File: src/rtl/axi_pkg.sv
// rtl/axi_pkg.sv - AXI read-channel constants and fetch FSM state type
//
// Purpose: shared constants for the single-beat AXI4 read used by the
// instruction-fetch bridge, plus the fetch state machine encoding.
// Ports: none (package).

package axi_pkg;

  localparam logic [7:0] LEN_SINGLE = 8'd0;
  localparam logic [1:0] BURST_INCR = 2'b01;
  localparam logic [2:0] SIZE_4B    = 3'b010;
  // Instruction access, secure, unprivileged.
  localparam logic [2:0] PROT_INSTR = 3'b100;

  localparam logic [1:0] RESP_OKAY   = 2'b00;
  localparam logic [1:0] RESP_EXOKAY = 2'b01;
  localparam logic [1:0] RESP_SLVERR = 2'b10;
  localparam logic [1:0] RESP_DECERR = 2'b11;

  typedef enum logic [1:0] {
    ST_IDLE = 2'd0,
    ST_REQ  = 2'd1,
    ST_WAIT = 2'd2,
    ST_DONE = 2'd3
  } fetch_state_e;

  // SLVERR and DECERR both have bit 1 set; OKAY and EXOKAY do not.
  function automatic logic resp_is_error(input logic [1:0] resp);
    return resp[1];
  endfunction

endpackage

File: src/rtl/axi_ifetch_bridge.sv
// rtl/axi_ifetch_bridge.sv - IFU to AXI4 read-only instruction fetch bridge
//
// Purpose: issues one single-beat AXI read per fetch at the IFU pc, selects
// the 32-bit instruction lane from the 64-bit read data and pulses
// instr_valid for one cycle when a new instruction is presented.
// Ports:
//   clk, rst           - clock, synchronous active-high reset
//   pc                 - fetch address from the IFU
//   instr, instr_valid - fetched instruction (held) and its one-cycle strobe
//   AR*                - AXI read address channel (master side)
//   R*                 - AXI read data channel (master side)

module axi_ifetch_bridge
  import axi_pkg::*;
#(
  parameter logic [3:0]  AXI_ID    = 4'h0,
  parameter logic [31:0] ERR_INSTR = 32'h0010_0073
) (
  input  logic        clk,
  input  logic        rst,
  input  logic [63:0] pc,
  output logic [31:0] instr,
  output logic        instr_valid,
  output logic [3:0]  ARID,
  output logic [63:0] ARADDR,
  output logic [7:0]  ARLEN,
  output logic [2:0]  ARSIZE,
  output logic [1:0]  ARBURST,
  output logic [2:0]  ARPORT,
  output logic        ARVALID,
  input  logic        ARREADY,
  input  logic [63:0] RDATA,
  input  logic [1:0]  RRESP,
  input  logic        RVALID,
  output logic        RREADY
);

  fetch_state_e state_q;
  fetch_state_e state_d;
  logic [63:0]  addr_q;
  logic [31:0]  instr_q;
  logic         valid_q;
  logic         ar_hs;
  logic         r_hs;
  logic [31:0]  lane_data;

  assign ar_hs = ARVALID && ARREADY;
  assign r_hs  = RVALID && RREADY;

  // addr_q[2] selects which 32-bit half of the 64-bit beat holds the word.
  assign lane_data = addr_q[2] ? RDATA[63:32] : RDATA[31:0];

  always_comb begin
    state_d = state_q;
    case (state_q)
      ST_IDLE: state_d = ST_REQ;
      ST_REQ:  if (ar_hs) state_d = ST_WAIT;
      ST_WAIT: if (r_hs)  state_d = ST_DONE;
      ST_DONE: state_d = ST_IDLE;
      default: state_d = ST_IDLE;
    endcase
  end

  always_ff @(posedge clk) begin
    if (rst) begin
      state_q <= ST_IDLE;
      addr_q  <= 64'h0;
      instr_q <= 32'h0;
      valid_q <= 1'b0;
    end else begin
      state_q <= state_d;
      // Strobe is registered alongside the state so it is high exactly
      // while the FSM sits in DONE.
      valid_q <= (state_d == ST_DONE);
      // pc is only sampled in IDLE, one cycle after instr_valid, so the IFU
      // has the DONE cycle to advance it.
      if (state_q == ST_IDLE) begin
        addr_q <= pc;
      end
      if (r_hs) begin
        instr_q <= resp_is_error(RRESP) ? ERR_INSTR : lane_data;
      end
    end
  end

  assign ARVALID     = (state_q == ST_REQ);
  assign RREADY      = (state_q == ST_WAIT);
  assign ARADDR      = addr_q;
  assign ARID        = AXI_ID;
  assign ARLEN       = LEN_SINGLE;
  assign ARSIZE      = SIZE_4B;
  assign ARBURST     = BURST_INCR;
  assign ARPORT      = PROT_INSTR;
  assign instr       = instr_q;
  assign instr_valid = valid_q;

endmodule

File: config.mk
export PLATFORM = sky130hd
export DESIGN_NAME = axi_ifetch_bridge
export DESIGN_NICKNAME = d
export VERILOG_FILES = /design/src/rtl/axi_pkg.sv /design/src/rtl/axi_ifetch_bridge.sv
export SDC_FILE = /design/constraint.sdc
export NUM_CORES = 1
export LEC_CHECK = 0
export BUFFER_PORTS_ARGS = -buffer_cell sky130_fd_sc_hd__buf_2
export CAP_MARGIN = 20
export CORE_MARGIN = 2
export CORE_UTILIZATION = 35
export DETAILED_ROUTE_END_ITERATION = 6
export GPL_TIMING_DRIVEN = 0
export PLACE_DENSITY = 0.77
export SLEW_MARGIN = 25
export SYNTH_ARGS = -nofsm -noshare
export SYNTH_HDL_FRONTEND = slang
export SYNTH_SLANG_ARGS = --single-unit
File: constraint.sdc
create_clock -name clk -period 1.4 [get_ports clk]
set_input_delay 0.21 -clock clk [delete_from_list [all_inputs] [get_ports clk]]
set_output_delay 0.21 -clock clk [all_outputs]
set_load 0.01 [all_outputs]
==> results of run 1 <==
-- worst reg2reg max path, delay by kind of cell (launching register included) --
kind,cells,cell delay [ns]
simple gates,2,0.53
flops,1,0.37
buf+inv,2,0.31
compound gates,1,0.13
-- logic make-up (layout without fill, tap and decap cells) --
group / after synthesis / in the layout / synth area share [%]
AOI/OAI and AO/OA: 93 / 93 / 14.8
buffers and inverters: 53 / 315 / 8.26
DFF: 99 / 99 / 51.5
muxes: 32 / 32 / 8.52
other: 2 / 21 / 0.195
and+or+nand+nor: 157 / 158 / 16.7
-- layout make-up --
cell class	count	area, um^2	share of cell area, %
flip-flops and latches	99	1990	33.2
multi-input cells	303	1860	31.1
repair buffers	247	1370	22.8
plain buffers	50	382	6.38
clock buffers	13	179	2.99
well taps	140	175	2.93
clock inverters	3	20.0	0.335
inverters	2	7.51	0.125
diodes	1	2.50	0.0418
-- worst max path at each step --
stage	start	to	slack, ns
final	state_q[1]	RREADY	-0.002
after global routing	state_q[1]	RREADY	-0.07
after CTS	state_q[1]	RREADY	-0.03
after detailed placement	state_q[1]	ARADDR[46]	-0.31
after global placement	state_q[1]	ARADDR[33]	-0.27
after floorplan	ARADDR[2]	instr[30]	0.02
-- registers in the layout, indices dropped and copies added (netlist names) --
register     cells
instr           32
instr_valid      1
state_q          2
ARADDR          64
-- stage by stage --
stage / utilization, % / instance area, um^2 / TNS, ns
finish: 55.4 / 5980 / -0.00238
global route: 55.4 / 5980 / -0.655
floorplan: - / 3920 / 0
CTS: 51.0 / 5510 / -0.0279
detailed placement: 48.6 / 5250 / -20.27
global placement: 48.6 / 5250 / -19.66
-- layout by cell type, fill, tap and decap left out, types with 2 or more instances in the layout --
cell        instances
clkinvlp_4          2
mux2i_2             3
buf_6               4
clkbuf_1            8
o2bb2ai_1           3
dfxtp_1            97
clkbuf_8           13
buf_2             239
mux2i_1            22
inv_1               2
nand2_1           128
clkbuf_16           4
buf_4              35
o2bb2ai_4           5
nor2_1              8
a21oi_1            67
nor3_1             12
mux2_2              6
conb_1             20
o2bb2ai_2          18
dfxtp_4             2
buf_8               3
buf_12              3
nor2_4              2
-- repair_timing --
| action | in CTS | in global routing |
|---|---|---|
| cloned | 0 | 6 |
| setup buffers | 2 | 9 |
| endpoints found under the setup margin | 84 | 56 |
| pin swaps | 1 | 16 |
| gates resized for setup | 15 | 54 |
-- metal layers --
layer  track usage [%]  vias up
met5                 0        -
met1              19.8     1726
met3              5.08       18
met2              31.2      150
met4              9.07        0
li1                  -     1971
-- power by group --
part / internal (mW) / total [mW] / switching [mW]
sequential: 2.98 / 3.07 / 0.0851
combinational: 0.574 / 1.23 / 0.661
clock: 0.839 / 1.85 / 1.01
total: 4.39 / 6.15 / 1.76
==> summary.txt, run 1 <==
run status - finished with violations
violated checks - setup timing
share of post-route cells with drive strength above 1 - 48.3%
H-tree Lvls - 3
hold violation total from the final report - 0
mean instance size in the synthesized netlist - 8.82 um^2
worst-path maximum fanout - 8
Max Root-Sink Buffers - 2
largest cells by area after synthesis - dfxtp_1, nand2_1, a21oi_1, mux2i_1, o2bb2ai_1
path length in cells of the critical path - 3
number of max-cap violations - 0
highest metal layer used by the detailed router - met4
post-layout power - 6.15 mW
most common cell in the synthesized netlist - nand2_1
number of enable flip-flop cells after synthesis - 0
most common flop cell mapped by yosys - dfxtp_1
Arr. time, crit path - 1.19 ns
first-pass GRT wire length - 16.0 mm
final critical delay including setup and external delays - 1.40 ns
reg-to-reg slack, setup - -0.002 ns
count of unique library cells instantiated by Yosys - 23
pin count of the biggest net entering global routing - 16
final hold slack - 0.0545 ns
starting density of the core - 35.6%
Cell Pwr Density - 1030 mW/mm^2
root cell of the clock tree - clkbuf_8
Num CTS Buffers - 9
stage delay of the slowest cell on the critical path - 0.40 ns
Crit path required time - 1.19 ns
async set-or-reset flop fraction in the synthesized netlist - 0%
Synth Cell Area - 0.00385 mm^2
final slew viol count - 0
placed wire-length estimate - 8.68 mm
final-report setup violation count - 1
number of standard-cell rows in the floorplan - 38
achievable frequency - 713 MHz
Routed wire per std cell - 14.0 um
leakage - 2.94 nW
Final Non-Filler Cells - 858
depth of the worst register-to-register path - 5
synth cell count leaders - nand2_1, dfxtp_1, a21oi_1
count of cells along the worst hold path - 3
fin nets - 846
post-DR vias/cell - 4.50
Syn. warnings - 0
antenna violations before repair - 1
Met1 Routed Length - 4.74 mm
wire length reported by the detailed router - 12.0 mm
number of search-and-repair iterations in the first detailed-routing pass - 4
area of the die - 0.0118 mm^2
ordered cell list for the critical path - or2b_1, inv_1, buf_6
Slew HR - 61.9%
number of vias after detailed routing - 3865
Post-Place Cells - 825
RSZ-0062 raised after global routing - true
critical path start-end classification - flip-flop to output pin
CTS hold repair buffers - 0
portion of the clock cycle consumed by the worst path in the final layout - 100%
area share of the largest cell type after synthesis - 51.5%
Worst setup SP type - flip-flop
# port buffers - 231
Worst Tran Pin Value - 0.572 ns
final weighted congestion in routability-driven placement - 0.788
placement-stage worst setup slack - -0.311 ns
least setup slack across all paths after layout - -0.00238 ns
area growth from synthesis to layout - 55.5%
IR Drop Worst-Case VDD - 0.000509 V
global-route congestion overflow total - 0
Clock Latency Late Sink - 0.38 ns
CTS Sinks - 99
endpoint with the worst hold slack - ARADDR[20]
cell taking the most area after synthesis - dfxtp_1
vias in the first global route - 3362
startpoint of the tightest hold check path - pc[20]
HP Class - input pin to flip-flop
Bufs and invs on worst path - 2
count of boundary I/O pins - 253
final clock skew - 0.0114 ns
reg2reg start - state_q[0]
DRC violation count after routing - 0
total length of routed met3 wires - 891 um
kind of cell adding the most delay to the critical path - flip-flops
FILL cells - 1006
DRC violation total after the first TritonRoute iteration - 110
GRT Resource Usage Total - 17.9%
post-synthesis sequential area ratio - 51.5%
CTS tree - done
end of the worst register-to-register path - instr[15]
cell type of the slowest stage on the worst timing path - dfxtp_4
clock transition at the register clock pins on the worst setup and hold paths after CTS - 0.10 ns
critical path endpoint category - output pin
remaining antenna violation count - 0
met2 layer wire length in the routed design - 6.07 mm
#FFs+latches synth - 99
height of the chip - 109 um
overall die width - 109 um
core area - 0.0108 mm^2
Syn Inst Count - 436
No activity file was read; power rests on OpenSTA's default activity.
==> run 2: changes to the inputs <==
--- a/config.mk
+++ b/config.mk
@@ -16,3 +16,4 @@
 export SYNTH_ARGS = -nofsm -noshare
 export SYNTH_HDL_FRONTEND = slang
 export SYNTH_SLANG_ARGS = --single-unit
+export TNS_END_PERCENT = 30
==> run 2 against run 1 <==
Net effect:
- the run now ends clean
- critical path depth up 2
- fmax up 0.26%
- combinational power about the same
- non-clock buffer count down 3
- clock skew is 0.0088 ns lower
- via count about the same
- clock-buffer cell count unchanged
- wire length about the same
- global-route usage is the same
- clock power is essentially flat
- highest routed layer unchanged
- die area unchanged
- first-iteration DRC count fell by 17%
- critical path type is now flip-flop to flip-flop
==> summary.txt, run 2 (same netlist as run 1, synthesis figures left out) <==
CTS Sinks - 99
first-pass GRT wire length - 16.0 mm
final total negative setup slack - 0 ns
fin nets - 842
IR Drop Worst-Case VDD - 0.000506 V
core area - 0.0108 mm^2
pin count of the biggest net entering global routing - 16
CTS tree - done
post-DR vias/cell - 4.52
final slew viol count - 0
number of max-cap violations - 0
Arr. time, crit path - 1.71 ns
wire length reported by the detailed router - 12.0 mm
starting density of the core - 35.6%
H-tree Lvls - 3
final clock skew - 0.00253 ns
placement-stage worst setup slack - -0.311 ns
critical path start-end classification - flip-flop to flip-flop
vias in the first global route - 3381
Post-Place Cells - 825
area growth from synthesis to layout - 56.8%
Crit path required time - 1.71 ns
final critical delay including setup and external delays - 1.40 ns
leading cell type in the layout, fill and taps excluded - buf_2
Slew HR - 61.9%
number of search-and-repair iterations in the first detailed-routing pass - 4
area of the die - 0.0118 mm^2
Routed wire per std cell - 14.0 um
Clock Latency Late Sink - 0.37 ns
global-route congestion overflow total - 0
# port buffers - 231
number of vias after detailed routing - 3864
post-layout power - 6.15 mW
final weighted congestion in routability-driven placement - 0.788
Final Non-Filler Cells - 854
count of boundary I/O pins - 253
DRC violation total after the first TritonRoute iteration - 91
height of the chip - 109 um
Cell Pwr Density - 1020 mW/mm^2
number of standard-cell rows in the floorplan - 38
max reg flops - 64
final-report setup violation count - 0
portion of the clock cycle consumed by the worst path in the final layout - 99.9%
worst-path maximum fanout - 8
root cell of the clock tree - clkbuf_8
placed wire-length estimate - 8.68 mm
Worst Tran Pin Value - 0.572 ns
antenna violations before repair - 1
top library cells by usage in the layout, fill and taps aside - buf_2, nand2_1, dfxtp_1, a21oi_1, buf_4
Max Root-Sink Buffers - 2
RSZ-0062 raised after global routing - true
Worst setup SP type - flip-flop
hold violation total from the final report - 0
run status - complete, no violations
clock transition at the register clock pins on the worst setup and hold paths after CTS - 0.09 ns
CTS hold repair buffers - 0
achievable frequency - 715 MHz
DRC violation count after routing - 0
critical path endpoint category - flip-flop
HP Class - input pin to flip-flop
GRT Resource Usage Total - 17.9%
remaining antenna violation count - 0
least setup slack across all paths after layout - 0.00129 ns
overall die width - 109 um
Num CTS Buffers - 9
leakage - 2.95 nW
share of post-route cells with drive strength above 1 - 48.7%
==> run 2: layout make-up <==
type,count,area (um^2)
fillers,1001,4760
multi-input cells,302,1920
inverters,2,7.51
plain buffers,51,408
clock buffers,13,179
repair buffers,243,1340
diodes,1,2.50
clock inverters,3,20.0
flip-flops and latches,99,1990
well taps,140,175
==> run 2: worst max-delay path, stage by stage (launching register included) <==
cell	delay [ns]
dfxtp_4	0.38
nand3b_4	0.16
or3_4	0.35
buf_8	0.16
clkbuf_16	0.16
o2bb2ai_2	0.13
==> run 2: layer usage <==
metal	track usage, %	wire [um]
met5	0	0
met4	9.34	336
met3	5.08	908
met2	31.0	6130
met1	19.8	4620
==> run 2: where the power goes <==
group          internal, mW  switching, mW  total, mW
clock network         0.838          0.988       1.83
logic                 0.585          0.667       1.25
registers              2.98         0.0863       3.07
total                  4.40           1.74       6.15
==> run 2: timing repair <==
| item | 4_1_cts | 5_1_grt |
|---|---|---|
| cloned | 0 | 4 |
| setup buffers | 1 | 7 |
| resized for setup | 14 | 74 |
| setup endpoints to repair | 84 | 65 |
| pin swaps | 1 | 13 |
==> run 2: path summary, 6_finish.rpt <==
check                   from          to  slack (ns)  depth (start not counted)
setup / recovery  state_q[0]   instr[21]       0.001                          5
hold / removal        pc[32]  ARADDR[32]        0.06                          3
setup reg to reg  state_q[0]   instr[21]       0.001                          5
hold reg to reg   ARADDR[62]  ARADDR[62]        0.45                          2
==> run 2: per-stage QoR <==
step           hold slack (ns)  area (um^2)  utilization (%)
2_1_floorplan            0.346         3920                -
3_3_place_gp             0.438         5250             48.6
3_5_place_dp             0.442         5250             48.6
4_1_cts                 0.0409         5500             50.9
5_1_grt                 0.0454         6030             55.9
6_report                0.0641         6030             55.9
